===== config.mk =====
export PLATFORM = sky130hd
export DESIGN_NAME = fifo_rd_ctrl_flat
export DESIGN_NICKNAME = d
export VERILOG_FILES = /design/src/rtl/fifo_rd_ctrl_if.sv /design/src/rtl/fifo_rd_ctrl.sv /design/src/flat_wrapper.sv
export SDC_FILE = /design/constraint.sdc
export NUM_CORES = 1
export LEC_CHECK = 0
export CAP_MARGIN = 20
export CORE_ASPECT_RATIO = 1.75
export CORE_MARGIN = 1.5
export CORE_UTILIZATION = 50
export CTS_CLUSTER_SIZE = 28
export DETAILED_ROUTE_END_ITERATION = 12
export PLACE_DENSITY = 0.79
export SETUP_SLACK_MARGIN = 0.1
export SLEW_MARGIN = 20
export SYNTH_ARGS = -nofsm -noshare
export SYNTH_HDL_FRONTEND = slang
export SYNTH_SLANG_ARGS = --single-unit

===== constraint.sdc =====
create_clock -name rclk -period 9.2 [get_ports rclk]
set_clock_uncertainty 0.1 [all_clocks]
set_input_delay 0.92 -clock rclk [delete_from_list [all_inputs] [get_ports rclk]]
set_output_delay 0.92 -clock rclk [all_outputs]
set_load 0.01 [all_outputs]

===== src/rtl/fifo_rd_ctrl_if.sv =====
// Valid/ready stream carrying words out of the FIFO read side.
// The master drives valid and data, and the slave drives ready.
interface fifo_rd_ctrl_if #(
  parameter int DSIZE = 8
);
  logic             m_valid;
  logic             m_ready;
  logic [DSIZE-1:0] m_data;

  modport master (
    output m_valid,
    output m_data,
    input  m_ready
  );

  modport slave (
    input  m_valid,
    input  m_data,
    output m_ready
  );
endinterface


===== src/rtl/fifo_rd_ctrl.sv =====
// Read-domain controller of the async FIFO: Gray read pointer, empty flag and
// a 2-entry skid buffer that hides the 1-cycle registered memory read latency.
module fifo_rd_ctrl #(
  parameter int DSIZE = 8,
  parameter int ASIZE = 4
) (
  input  logic             rclk,
  input  logic             rrst_n,
  input  logic [ASIZE:0]   rq2_wptr,
  output logic [ASIZE:0]   rptr,
  output logic [ASIZE-1:0] raddr,
  output logic             rclken,
  input  logic [DSIZE-1:0] mem_rdata,
  output logic             rempty,
  fifo_rd_ctrl_if.master   m
);

  logic [ASIZE:0]   rbin;
  logic [ASIZE:0]   rbinnext;
  logic [ASIZE:0]   rgraynext;
  logic             inflight;
  logic [1:0]       occ;
  logic [DSIZE-1:0] head;
  logic [DSIZE-1:0] tail;
  logic             pop;
  logic [2:0]       pending;

  assign m.m_valid = (occ != 2'd0);
  assign m.m_data  = head;
  assign raddr     = rbin[ASIZE-1:0];

  // Only issue a read if the word will have a buffer slot when it returns.
  always_comb begin
    pop       = m.m_valid && m.m_ready;
    pending   = {1'b0, occ} + {2'b00, inflight} - {2'b00, pop};
    rclken    = !rempty && (pending < 3'd2);
    rbinnext  = rbin + {{ASIZE{1'b0}}, rclken};
    rgraynext = (rbinnext >> 1) ^ rbinnext;
  end

  always_ff @(posedge rclk or negedge rrst_n) begin
    if (!rrst_n) begin
      rbin   <= '0;
      rptr   <= '0;
      rempty <= 1'b1;
    end else begin
      rbin   <= rbinnext;
      rptr   <= rgraynext;
      rempty <= (rgraynext == rq2_wptr);
    end
  end

  // The word read last cycle lands in the buffer now, and head always leaves first.
  always_ff @(posedge rclk or negedge rrst_n) begin
    if (!rrst_n) begin
      inflight <= 1'b0;
      occ      <= 2'd0;
      head     <= '0;
      tail     <= '0;
    end else begin
      inflight <= rclken;
      case ({inflight, pop})
        2'b10: begin
          if (occ == 2'd0) begin
            head <= mem_rdata;
          end else begin
            tail <= mem_rdata;
          end
          occ <= occ + 2'd1;
        end
        2'b01: begin
          head <= tail;
          occ  <= occ - 2'd1;
        end
        2'b11: begin
          if (occ == 2'd1) begin
            head <= mem_rdata;
          end else begin
            head <= tail;
            tail <= mem_rdata;
          end
        end
        default: begin
          occ <= occ;
        end
      endcase
    end
  end

endmodule

===== src/flat_wrapper.sv =====
// flat-port wrapper written by rule: the top's interface ports become plain ports
module fifo_rd_ctrl_flat 
#(
  parameter int DSIZE = 8,
  parameter int ASIZE = 4
)
  (rclk, rrst_n, rq2_wptr, rptr, raddr, rclken, mem_rdata, rempty, m_m_valid, m_m_data, m_m_ready);
  fifo_rd_ctrl_if #(.DSIZE(DSIZE)) m_i ();
  input  logic rclk;
  input  logic rrst_n;
  input  logic [ASIZE:0] rq2_wptr;
  output logic [ASIZE:0] rptr;
  output logic [ASIZE-1:0] raddr;
  output logic rclken;
  input  logic [DSIZE-1:0] mem_rdata;
  output logic rempty;
  output wire logic [$bits(m_i.m_valid)-1:0] m_m_valid;
  output wire logic [$bits(m_i.m_data)-1:0] m_m_data;
  input wire logic [$bits(m_i.m_ready)-1:0] m_m_ready;
  assign m_m_valid = m_i.m_valid;
  assign m_m_data = m_i.m_data;
  assign m_i.m_ready = m_m_ready;
  fifo_rd_ctrl #(.DSIZE(DSIZE), .ASIZE(ASIZE)) u_core (.rclk(rclk), .rrst_n(rrst_n), .rq2_wptr(rq2_wptr), .rptr(rptr), .raddr(raddr), .rclken(rclken), .mem_rdata(mem_rdata), .rempty(rempty), .m(m_i));
endmodule

; After elaboration in Yosys (flattened, before gate mapping)
; Index checks and enable logic that the tools add are counted.
[word_totals]
output_inout_bits = 20
ff_bits = 30
input_bits = 16
wordCells = 39
[classes]
n_reduce_logical = 10
addsub = 5
eq_ne = 8
magnitude_cmp = 1
muxes = 7
n_bitwise = 1
[op_table]
columns = op, n
row1 = $mux 8, 4
row2 = $pmux 8 s3, 1
row3 = $pmux 8 s2, 1
row4 = $reduce_bool 2->1, 3
row5 = $add 5x1->5, 1
row6 = $eq 5x5->1, 1
row7 = $xor 4x5->5, 1
row8 = $eq 2x1->1 const B, 2
row9 = $eq 2x2->1 const B, 2
row10 = $ne 2x2->1 const B, 2
row11 = $pmux 2 s2, 1
row12 = $add 2x1->3, 1
row13 = $lt 3x2->1 const B, 1
row14 = $reduce_and 3->1, 1
row15 = $reduce_bool 3->1, 1
row16 = $sub 3x1->3, 1
row17 = $add 2x1->2 const B, 1
row18 = $logic_and 1x1->1, 2
row19 = $logic_not 2->1, 1
row20 = $ne 2x1->1 const B, 1
row21 = $reduce_and 2->1, 1
row22 = $sub 2x1->2 const B, 1
row23 = $logic_not 1->1, 1

; Logic depth before layout (Yosys ltp)
; Gate-level depths: netlist of run 1.
[depth]
word_depth = 8
mapped_depth = 14
mapped_depth_nobuf = 14

; Least setup slack after synthesis of run 1
; OpenSTA, ideal clock, no wires.
[synth_path]
path_type = input port to flip-flop
startpoint = input port m_m_ready
endpoint = register u_core.rempty
arrival_ns = 4.029
setup_ns = 0.088
required_time_ns = 9.012
path_slack_ns = 4.984
n_path_buf = 0
path_stages = 12
path_cell_list = nor2b_1 > ha_1 > nand2b_1 > fa_1 > xor2_1 > nor3b_1 > ha_1 > ha_1 > xor2_2 > xor2_1 > or3_1 > a221oi_2
[synth_via]
elab_chain_len = 7
[synth_rtl]
columns = item, line_no
row1 = start: declaration, flat_wrapper.sv:19  ; input wire logic [$bits(m_i.m_ready)-1:0] m_m_ready;
row2 = $logic_and 1x1->1, fifo_rd_ctrl.sv:34  ; pop = m.m_valid && m.m_ready;
row3 = $sub 3x1->3, fifo_rd_ctrl.sv:35  ; pending = {1'b0, occ} + {2'b00, inflight} - {2'b00, pop};
row4 = $lt 3x2->1, fifo_rd_ctrl.sv:36  ; rclken = !rempty && (pending < 3'd2);
row5 = $logic_and 1x1->1, fifo_rd_ctrl.sv:36
row6 = via rclken, flat_wrapper.sv:14  ; output logic rclken;
row7 = $add 5x1->5, fifo_rd_ctrl.sv:37  ; rbinnext = rbin + {{ASIZE{1'b0}}, rclken};
row8 = via u_core.rbinnext[2], fifo_rd_ctrl.sv:19  ; logic [ASIZE:0] rbinnext;
row9 = $xor 4x5->5, fifo_rd_ctrl.sv:38  ; rgraynext = (rbinnext >> 1) ^ rbinnext;
row10 = $eq 5x5->1, fifo_rd_ctrl.sv:49  ; rempty <= (rgraynext == rq2_wptr);
row11 = end signal: assignment, fifo_rd_ctrl.sv:49
row12 = end: declaration, fifo_rd_ctrl.sv:14  ; output logic rempty,
; The timed path passes the listed nets, and every way through them passes these cells.
; A chain may end at the register's enable or synchronous reset.

; Final worst setup path of run 1
[layout_path]
startpoint = input port m_m_ready
endpoint = output port rclken
[layout_via]
elab_chain_len = 4
[layout_rtl]
columns = item, line_no
row1 = $logic_and 1x1->1, fifo_rd_ctrl.sv:34
row2 = $sub 3x1->3, fifo_rd_ctrl.sv:35
row3 = $lt 3x2->1, fifo_rd_ctrl.sv:36
row4 = $logic_and 1x1->1, fifo_rd_ctrl.sv:36
row5 = end: declaration, flat_wrapper.sv:14
; No other way between the ends.

==> results.md, run 1 <==
- Sequential area share after synthesis: 52.2%
- Starting Density: 52.4%
- Worst hold path class: flop to flop
- Placed cell area: around 0.0018 mm^2
- Routed wire length: between 2 and 3 mm
- EDFF count, synth: 0
- Pin count of the biggest net entering global routing: 30
- Final instance area: ~0.0019 mm^2
- Worst Max-Slew Pin Slew: ~1.0 ns
- Cell row count: 25
- Core Area: ~0.0027 mm^2
- Flops & latches, synth: 29
- Count of final hold-check violations: 0
- Number of warnings issued by yosys: 0
- H-tree levels: 2
- DRC errors left: 0
- Die Wd: 42.9 um
- Max cap viols: 0
- Top FF cell, synth: dfrtp_1
- Area Growth Syn to Fin: 33.8%
- Cells after Synth: around 120
- Fmax: 0.216 GHz
- Final Util: 70.1%
- RSZ-0062 raised after global routing: no
- Chip Height: approximately 73 um
- Area of the multi-input gates: 628 um^2
- Post-CTS Setup Bufs: 0
- Top cell type's share of synthesized area: 50.3%
- Pwr per Cell Area: 414 mW/mm^2
- FF/Latch Area: 727 um^2
- N_diodes: 0
- Setup TNS: 0 ns
- Routability cong.: 0.754
- Kind of critical path: input pin to primary output
- NumNets Final: 181
- Total clock sinks: 29
- Total gr overflow: 0
- CP Cell Sequence: clkdlybuf4s50_1 > nor2b_1 > ha_1 > nand2b_1 > fa_1 > xor2_1 > nor3b_1 > clkdlybuf4s50_1
- Buffers added on ports: 35
- WP data required: 8.18 ns
- Netlist cell types: 29
- Mean Syn Cell Area: 12.1 um^2
- Clk slew on worst S/H paths: around 0.06 ns
- Post-place setup slack: 4.37 ns
- CTS root buffer: clkbuf_8
- Average wire per standard cell: between 10 and 15 um
- Initial antenna violation count: 0
- Vias in the first global route: 1084
- Most instantiated cells after synthesis: dfrtp_1 (28), nand2_1 (13), a22oi_1 (8), inv_1 (8), mux2_2 (8)
- Layout cells sized above 1: 14.6%
- Synth area leader: dfrtp_1
- Die area: around 0.0031 mm^2
- Hpwl dp: 2.07 mm
- GRT Resource Usage Total: 19.4%
- Crit start category: input pin
- Fin crit share: 50.4%
- CTS Hold Buffers Added: 0
- Vias per cell: approximately 5.5
- I/O Pins: 36
- CTS tree: built
- Final worst setup slack: 4.56 ns
- Crit end category: primary output
- Final min period: 4.64 ns
- Post-route antenna net violation count: 0
- Rel. slew slack: 31.8%
- Slowest cell delay on critical path: approximately 0.61 ns
- Async S/R FF share, synth: 100%
- DR iter-0 viols: 28
- Peak supply drop: about 290 uV
- Later-pin clock latency in the skew report: 0.28 ns
- Leak: 0.820 nW
- Post-synthesis net count: 139
- FILL cells: 200
- Slowest stage cell on the critical path: clkdlybuf4s50_1
- Final Setup Violations: 0
- Clock Path Buffers: 2
- Count leader, synth: dfrtp_1
- Most frequent CP cell: clkdlybuf4s50_1
- Mapped cell area: 0.00139 mm^2
- Total CTS buffers: 5
- Ranking of synthesized cells by area: dfrtp_1 (50%), mux2_2 (6.5%), ha_1 (6.3%)
- Slew Viols, Final: 0
- Via count: 1012
- Router iterations before antenna repair: 4
- Worst EP arrival: approximately 3.6 ns
- Outcome: finished, final reports clean
- Crit Path Max Fanout: 4
- Post-CTS resize count: 0
- First-pass GRT wire length: around 4.6 mm
layer usage:
layer / wire, um / track usage (%) / vias to the layer above
met5: 0 / 0 / -
met4: 65 / 10.1 / 0
met3: 164 / 4.21 / 7
met2: 1490 / 35.5 / 40
met1: 1010 / 19.9 / 488
li1: - / - / 477
layout make-up:
cell class	count	share of cell area, %
multi-input cells	76	33.7
flip-flops and latches	29	39.0
clock buffers	6	3.90
well taps	27	1.81
inverters	9	1.81
repair buffers	36	19.2
clock inverters	2	0.537
stage by stage:
step | hold slack (ns) | std cells | power [mW]
3_3_place_gp | 0.362 | 177 | 0.658
3_5_place_dp | 0.371 | 177 | 0.677
6_report | 0.384 | 185 | 0.772
2_1_floorplan | 0.380 | 115 | 0.516
4_1_cts | 0.386 | 185 | 0.782
5_1_grt | 0.413 | 185 | 0.830
power breakdown:
| part | internal, mW | total [mW] | switching (mW) |
|---|---|---|---|
| clock | 0.0523 | 0.0999 | 0.0477 |
| combinational | 0.225 | 0.431 | 0.206 |
| sequential | 0.199 | 0.241 | 0.0421 |
| total | 0.476 | 0.772 | 0.296 |
sequential cells by signal (all words and copies together) (netlist names):
name	cells
u_core.inflight	1
u_core.m.m_data	8
u_core.occ	2
u_core.rbin	5
u_core.rempty	1
u_core.rptr	4
u_core.tail	8
worst max-delay path, delay by kind of cell:
kind | cells | cell delay (ns)
fa+ha+maj | 2 | 0.71
buf+inv | 2 | 1.06
simple gates | 3 | 0.76
xor+xnor | 1 | 0.17
path summary, 6_finish.rpt:
kind | from | end | slack (ns) | depth (start not counted)
max in group asynchronous | rrst_n | u_core.rempty$_DFF_PN1_ | 7.77 | 2
min | u_core.m.m_data[4]$_DFFE_PN0P_ | u_core.m.m_data[4]$_DFFE_PN0P_ | 0.38 | 2
min in group asynchronous | rrst_n | u_core.tail[7]$_DFFE_PN0P_ | 0.92 | 2
min reg2reg | u_core.m.m_data[4]$_DFFE_PN0P_ | u_core.m.m_data[4]$_DFFE_PN0P_ | 0.38 | 2
max | m_m_ready | rclken | 4.56 | 8
max reg2reg | u_core.occ[1]$_DFFE_PN0N_ | u_core.rempty$_DFF_PN1_ | 5.09 | 14
cells in the final DEF (no fill, tap or decap), drive strengths merged:
cell type | netlist | layout
dfrtp | 28 | 28
nand3b | 1 | 1
xnor2 | 8 | 8
clkdlybuf4s50 | 0 | 35
o21ai | 10 | 10
dfstp | 1 | 1
mux2 | 8 | 8
clkbuf | 1 | 6
buf | 0 | 1
fa | 1 | 1
nor3b | 1 | 1
nand3 | 3 | 3
a21oi | 1 | 1
xor2 | 7 | 7
or3 | 1 | 1
xnor3 | 1 | 1
ha | 7 | 7
o211ai | 1 | 1
nand2b | 1 | 1
clkinv | 0 | 2
a22oi | 8 | 8
a221oi | 1 | 1
inv | 9 | 9
a21o | 1 | 1
nand2 | 13 | 13
or3b | 1 | 1
nor2b | 1 | 1
cell families after synthesis:
group / share of synthesized area (%)
flip-flops: 52.2
AO/OA/AOI/OAI: 10.8
AND/OR/NAND/NOR: 8.00
XOR/XNOR: 12.1
buffers and inverters: 2.69
multiplexers: 6.47
adder cells (fa/ha/maj): 7.73
Power figures use the tool's default switching activity.
==> inputs of run 2 (changes only) <==
CORE_UTILIZATION = 43   (was 50)
PLACE_DENSITY = 0.72   (was 0.79)
clock period = 3.75 ns   (was 9.2 ns; I/O delays follow)
==> run 2 against run 1 <==
Worst hold slack got worse by 0.00073 ns. Critical endpoint is now u_core.rempty$_DFF_PN1_. Critical path type is now flop to flop. Via count down 1.7%. Count of clock-buffer cells in the layout did not move. Utilization down 6.0 points.
==> results.md, run 2 (synthesis results as in run 1) <==
- Final Util: 64.0% (-6.0 points)
- Placed cell area: 0.00188 mm^2 (+5.4%)
- Final instance area: 0.00199 mm^2 (+6.9%)
- Vias per cell: 4.81 (-12%)
- Total CTS buffers: 5 (unchanged)
- Later-pin clock latency in the skew report: 0.28 ns (about the same)
- N_diodes: 0 (unchanged)
- Leak: 0.856 nW (+4.4%)
- Peak supply drop: 686 uV (+140%)
- CTS root buffer: clkbuf_8
- Final worst setup slack: 0.332 ns (-4.23 ns)
- Vias in the first global route: 1061 (-2.1%)
- Slowest stage cell on the critical path: or3b_4
- FILL cells: 267 (+34%)
- Crit Path Max Fanout: 4 (unchanged)
- First-pass GRT wire length: 4.46 mm (-2.1%)
- Worst Max-Slew Pin Slew: 0.582 ns (-0.440 ns)
- CP Cell Sequence: inv_1 > ha_2 > nor2b_4 > ha_4 > nand2b_1 > fa_2 > xor2_1 > nor3b_2 > ha_2 > ha_4 > nand3_2 > xnor2_2 > or3b_4 > a221oi_2
- Most common cell after layout, fill and taps aside: clkdlybuf4s50_1
- Count of final hold-check violations: 0 (unchanged)
- Die Wd: 46.0 um (+7.3%)
- RSZ-0062 raised after global routing: no
- Post-place setup slack: -0.0733 ns (-4.44 ns)
- Layout cells sized above 1: 23.2% (+8.6 points)
- Rel. slew slack: 60.9% (+29 points)
- Initial antenna violation count: 0 (unchanged)
- Worst hold path class: input pin to async pin
- Cell row count: 27 (+8.0%)
- Pin count of the biggest net entering global routing: 30 (unchanged)
- Post-route antenna net violation count: 0 (unchanged)
- NumNets Final: 187 (+3.3%)
- Slowest cell delay on critical path: 0.40 ns (-0.21 ns)
- Core Area: 0.00311 mm^2 (+17%)
- Final Setup Violations: 0 (unchanged)
- Commonest cells after routing, fill and taps aside: clkdlybuf4s50_1 (35), dfrtp_1 (28), nand2_1 (13)
- DRC errors left: 0 (unchanged)
- I/O Pins: 36 (unchanged)
- Crit start category: flop
- Crit end category: flop
- FF/Latch Area: 727 um^2 (unchanged)
- Total clock sinks: 29 (unchanged)
- Slew Viols, Final: 0 (unchanged)
- CTS tree: built
- Average wire per standard cell: 12.6 um (-15%)
- H-tree levels: 2 (unchanged)
- Clk slew on worst S/H paths: 0.06 ns (about the same)
- Pwr per Cell Area: 1020 mW/mm^2 (+150%)
- Max cap viols: 0 (unchanged)
- Area Growth Syn to Fin: 42.9%
- Die area: 0.00360 mm^2 (+15%)
- Outcome: finished, final reports clean
- Fmax: 0.293 GHz
- Total gr overflow: 0 (unchanged)
- Router iterations before antenna repair: 4 (unchanged)
- Clock Path Buffers: 2 (unchanged)
- Final min period: 3.42 ns
- Area of the multi-input gates: 691 um^2 (+10%)
- Routability cong.: 0.807 (+7.1%)
- Worst Hold Margin: 0.383 ns (-0.000731 ns)
- Worst EP arrival: 3.51 ns (-0.11 ns)
- Via count: 995 (-1.7%)
- Chip Height: 78.3 um (+7.5%)
- Hpwl dp: 2.06 mm (-0.54%)
- Fin crit share: 91.1%
- DR iter-0 viols: 27 (-3.6%)
- Kind of critical path: flop to flop
- Buffers added on ports: 35 (unchanged)
- Starting Density: 44.8% (-7.6 points)
- Routed wire length: 2.60 mm (-4.6%)
- WP data required: 3.84 ns (-4.34 ns)
- GRT Resource Usage Total: 17.1% (-2.3 points)
run 2: cell types whose count changed in the layout (fill, tap and decap cells not counted), sizes merged:
cell,before,now
buf,1,7
run 2: metal layers:
layer  track usage, %  wire length [um]
met1             17.9               959
met2             29.9              1470
met3             4.83               130
met4             7.14                46
met5                0                 0
run 2: worst max-delay path: cells and delay by family, from the launching register on:
kind	cells	cell delay [ns]
AO/OA/AOI/OAI	1	0.25
XOR/XNOR	2	0.35
adder cells (fa/ha/maj)	5	1.21
buffers and inverters	1	0.06
flip-flops	1	0.39
AND/OR/NAND/NOR	5	0.99
run 2: where the power goes:
group | internal [mW] | switching (mW)
sequential | 0.487 | 0.103
clock | 0.128 | 0.113
combinational | 0.675 | 0.529
total | 1.29 | 0.745
run 2: repair_timing:
action | in CTS | in global routing
pin swaps | 0 | 4
resized for setup | 0 | 2
buffers inserted | 1 | 2
endpoints found under the hold margin | 0 | 0
hold buffers | 0 | 0
setup endpoints to repair | 1 | 1
run 2: cell type report:
class	instances	share of cell area, %
Tap cell	43	2.70
Clock inverter	2	0.503
Clock buffer	6	3.65
Inverter	9	1.70
Multi-Input combinational cell	76	34.7
Sequential cell	29	36.5
Timing Repair Buffer	42	20.2
run 2: through the flow:
stage | setup TNS [ns] | cells | total power [mW]
floorplan | 0 | 115 | 1.35
CTS | 0 | 205 | 2.04
global placement | 0 | 196 | 1.75
detailed placement | -0.0733 | 196 | 1.78
global route | 0 | 207 | 2.21
finish | 0 | 207 | 2.04
run 2: worst paths after layout:
path	from	end	slack, ns	cells after the start
worst max-delay path	u_core.occ[0]$_DFFE_PN0N_	u_core.rempty$_DFF_PN1_	0.33	14
worst min-delay path	rrst_n	u_core.tail[4]$_DFFE_PN0P_	0.38	2
worst max register to register	u_core.occ[0]$_DFFE_PN0N_	u_core.rempty$_DFF_PN1_	0.33	14
worst min register to register	u_core.m.m_data[0]$_DFFE_PN0P_	u_core.m.m_data[0]$_DFFE_PN0P_	0.38	2
max in group asynchronous	rrst_n	u_core.rempty$_DFF_PN1_	2.86	2
min in group rclk	u_core.m.m_data[0]$_DFFE_PN0P_	u_core.m.m_data[0]$_DFFE_PN0P_	0.38	2
==> inputs of run 3 (changes only) <==
MAX_ROUTING_LAYER = met4   (was default)
==> run 3 against run 2 <==
Utilization is the same. First-iteration DRC count fell by 7.4%. Via count stayed put. Count of clock-buffer cells in the layout did not move. Design area did not move. Wire length is the same. Global-route usage is 0.44 points higher. Die area did not move. Final cell count is the same.
==> results.md, run 3 (synthesis results as in run 1) <==
- Total gr overflow: 0 (unchanged)
- Final worst setup slack: 0.332 ns (-0.0000380 ns)
- Outcome: finished, final reports clean
- Area Growth Syn to Fin: 42.9% (unchanged)
- Part of the power in registers: 29.0% (about the same)
- WP data required: 3.84 ns (about the same)
- Average wire per standard cell: 12.6 um (unchanged)
- Leak: 0.856 nW (unchanged)
- FILL cells: 267 (unchanged)
- Count of final hold-check violations: 0 (unchanged)
- Setup TNS: 0 ns (unchanged)
- Crit end category: flop
- Via count: 995 (unchanged)
- Later-pin clock latency in the skew report: 0.28 ns (about the same)
- Final min period: 3.42 ns (+0.0000380 ns)
- Commonest cells after routing, fill and taps aside: clkdlybuf4s50_1 (35), dfrtp_1 (28), nand2_1 (13)
- CP Cell Sequence: inv_1 > ha_2 > nor2b_4 > ha_4 > nand2b_1 > fa_2 > xor2_1 > nor3b_2 > ha_2 > ha_4 > nand3_2 > xnor2_2 > or3b_4 > a221oi_2
- Pwr per Cell Area: 1020 mW/mm^2 (about the same)
- H-tree levels: 2 (unchanged)
- First-pass GRT wire length: 4.46 mm (+0.16%)
- Initial antenna violation count: 0 (unchanged)
- Slowest cell delay on critical path: 0.40 ns (about the same)
- Pin count of the biggest net entering global routing: 30 (unchanged)
- Die area: 0.00360 mm^2 (unchanged)
- Most common cell after layout, fill and taps aside: clkdlybuf4s50_1
- Crit start category: flop
- Starting Density: 44.8% (unchanged)
- I/O Pins: 36 (unchanged)
- Cell row count: 27 (unchanged)
- Clock Path Buffers: 2 (unchanged)
- Worst Max-Slew Pin Slew: 0.582 ns (unchanged)
- Max cap viols: 0 (unchanged)
- Total CTS buffers: 5 (unchanged)
- Layout cells sized above 1: 23.2% (unchanged)
- Kind of critical path: flop to flop
- Worst hold path class: input pin to async pin
- Buffers added on ports: 35 (unchanged)
- GRT Resource Usage Total: 17.5% (+0.44 points)
- Router iterations before antenna repair: 4 (unchanged)
- N_diodes: 0 (unchanged)
- Internal cell power: 1.29 mW (unchanged)
- FF/Latch Area: 727 um^2 (unchanged)
- Vias per cell: 4.81 (unchanged)
- Routability cong.: 0.819 (+1.4%)
- Final Setup Violations: 0 (unchanged)
- DRC errors left: 0 (unchanged)
- Worst EP arrival: 3.51 ns (about the same)
- Die Wd: 46.0 um (unchanged)
- Total clock sinks: 29 (unchanged)
- Slowest stage cell on the critical path: or3b_4
- RSZ-0062 raised after global routing: no
- Slew Viols, Final: 0 (unchanged)
- Area of the multi-input gates: 691 um^2 (unchanged)
- Post-route antenna net violation count: 0 (unchanged)
- Clock share of power: 11.9% (about the same)
- Core Area: 0.00311 mm^2 (unchanged)
- Post-place setup slack: -0.0733 ns (unchanged)
- Chip Height: 78.3 um (unchanged)
- Comb power frac: 59.1% (about the same)
- Vias in the first global route: 1061 (unchanged)
- Switch Pwr: 0.745 mW (about the same)
- CTS tree: built
- Rel. slew slack: 60.9% (unchanged)
- NumNets Final: 187 (unchanged)
- Sw frac: 36.6% (about the same)
- Hpwl dp: 2.06 mm (unchanged)
- Clk slew on worst S/H paths: 0.06 ns (about the same)
- Fin crit share: 91.1% (about the same)
- DR iter-0 viols: 25 (-7.4%)
- Crit Path Max Fanout: 4 (unchanged)
- Routed wire length: 2.60 mm (unchanged)
- Peak supply drop: 686 uV (unchanged)
- Fmax: 0.293 GHz (about the same)
- CTS root buffer: clkbuf_8
## run 3: path summary, 6_finish.rpt
kind	from	to	slack (ns)	depth (start not counted)
worst max-delay path	u_core.occ[0]$_DFFE_PN0N_	u_core.rempty$_DFF_PN1_	0.33	14
max in group asynchronous	rrst_n	u_core.rempty$_DFF_PN1_	2.86	2
worst min register to register	u_core.m.m_data[0]$_DFFE_PN0P_	u_core.m.m_data[0]$_DFFE_PN0P_	0.38	2
worst max register to register	u_core.occ[0]$_DFFE_PN0N_	u_core.rempty$_DFF_PN1_	0.33	14
min in group rclk	u_core.m.m_data[0]$_DFFE_PN0P_	u_core.m.m_data[0]$_DFFE_PN0P_	0.38	2
worst min-delay path	rrst_n	u_core.tail[4]$_DFFE_PN0P_	0.38	2
## run 3: power groups by stage
stage / Combinational, mW / Sequential (mW) / Clock [mW]
CTS: 1.20 / 0.594 / 0.251
detailed placement: 1.18 / 0.603 / 0
global placement: 1.15 / 0.598 / 0
global route: 1.34 / 0.610 / 0.262
floorplan: 0.713 / 0.633 / 0
finish: 1.20 / 0.590 / 0.241
## run 3: through the flow
step | utilization (%) | std cells | instance area [um^2] | hold slack, ns | power [mW]
finish | 64.0 | 207 | 1990 | 0.383 | 2.04
CTS | 63.3 | 205 | 1970 | 0.389 | 2.04
floorplan | - | 115 | 1450 | -0.0206 | 1.35
global placement | 60.4 | 196 | 1880 | 0.365 | 1.75
global route | 64.0 | 207 | 1990 | 0.413 | 2.21
detailed placement | 60.4 | 196 | 1880 | 0.375 | 1.78
## run 3: layer usage
| layer | up-vias | wire [um] | global-route usage, % |
|---|---|---|---|
| met2 | 34 | 1470 | 29.9 |
| met5 | - | 0 | - |
| met3 | 6 | 130 | 4.83 |
| li1 | 487 | - | - |
| met4 | 0 | 46 | 7.14 |
| met1 | 468 | 959 | 17.9 |
## run 3: repair_timing
action                                  4_1_cts  5_1_grt
pin swaps                                     0        4
endpoints found under the setup margin        1        1
gates cloned                                  0        0
hold buffers                                  0        0
gates resized for setup                       0        2
setup buffers                                 1        2
## run 3: worst max-delay path, delay by kind of cell (launching register included)
family | cells | cell delay (ns)
adder cells (fa/ha/maj) | 5 | 1.21
XOR/XNOR | 2 | 0.35
AO/OA/AOI/OAI | 1 | 0.25
AND/OR/NAND/NOR | 5 | 0.99
buffers and inverters | 1 | 0.06
flip-flops | 1 | 0.39
## run 3: cell type report
class	count	share of cell area (%)
inverters	9	1.70
clock inverters	2	0.503
repair buffers	42	20.2
well taps	43	2.70
clock buffers	6	3.65
flip-flops and latches	29	36.5
multi-input cells	76	34.7
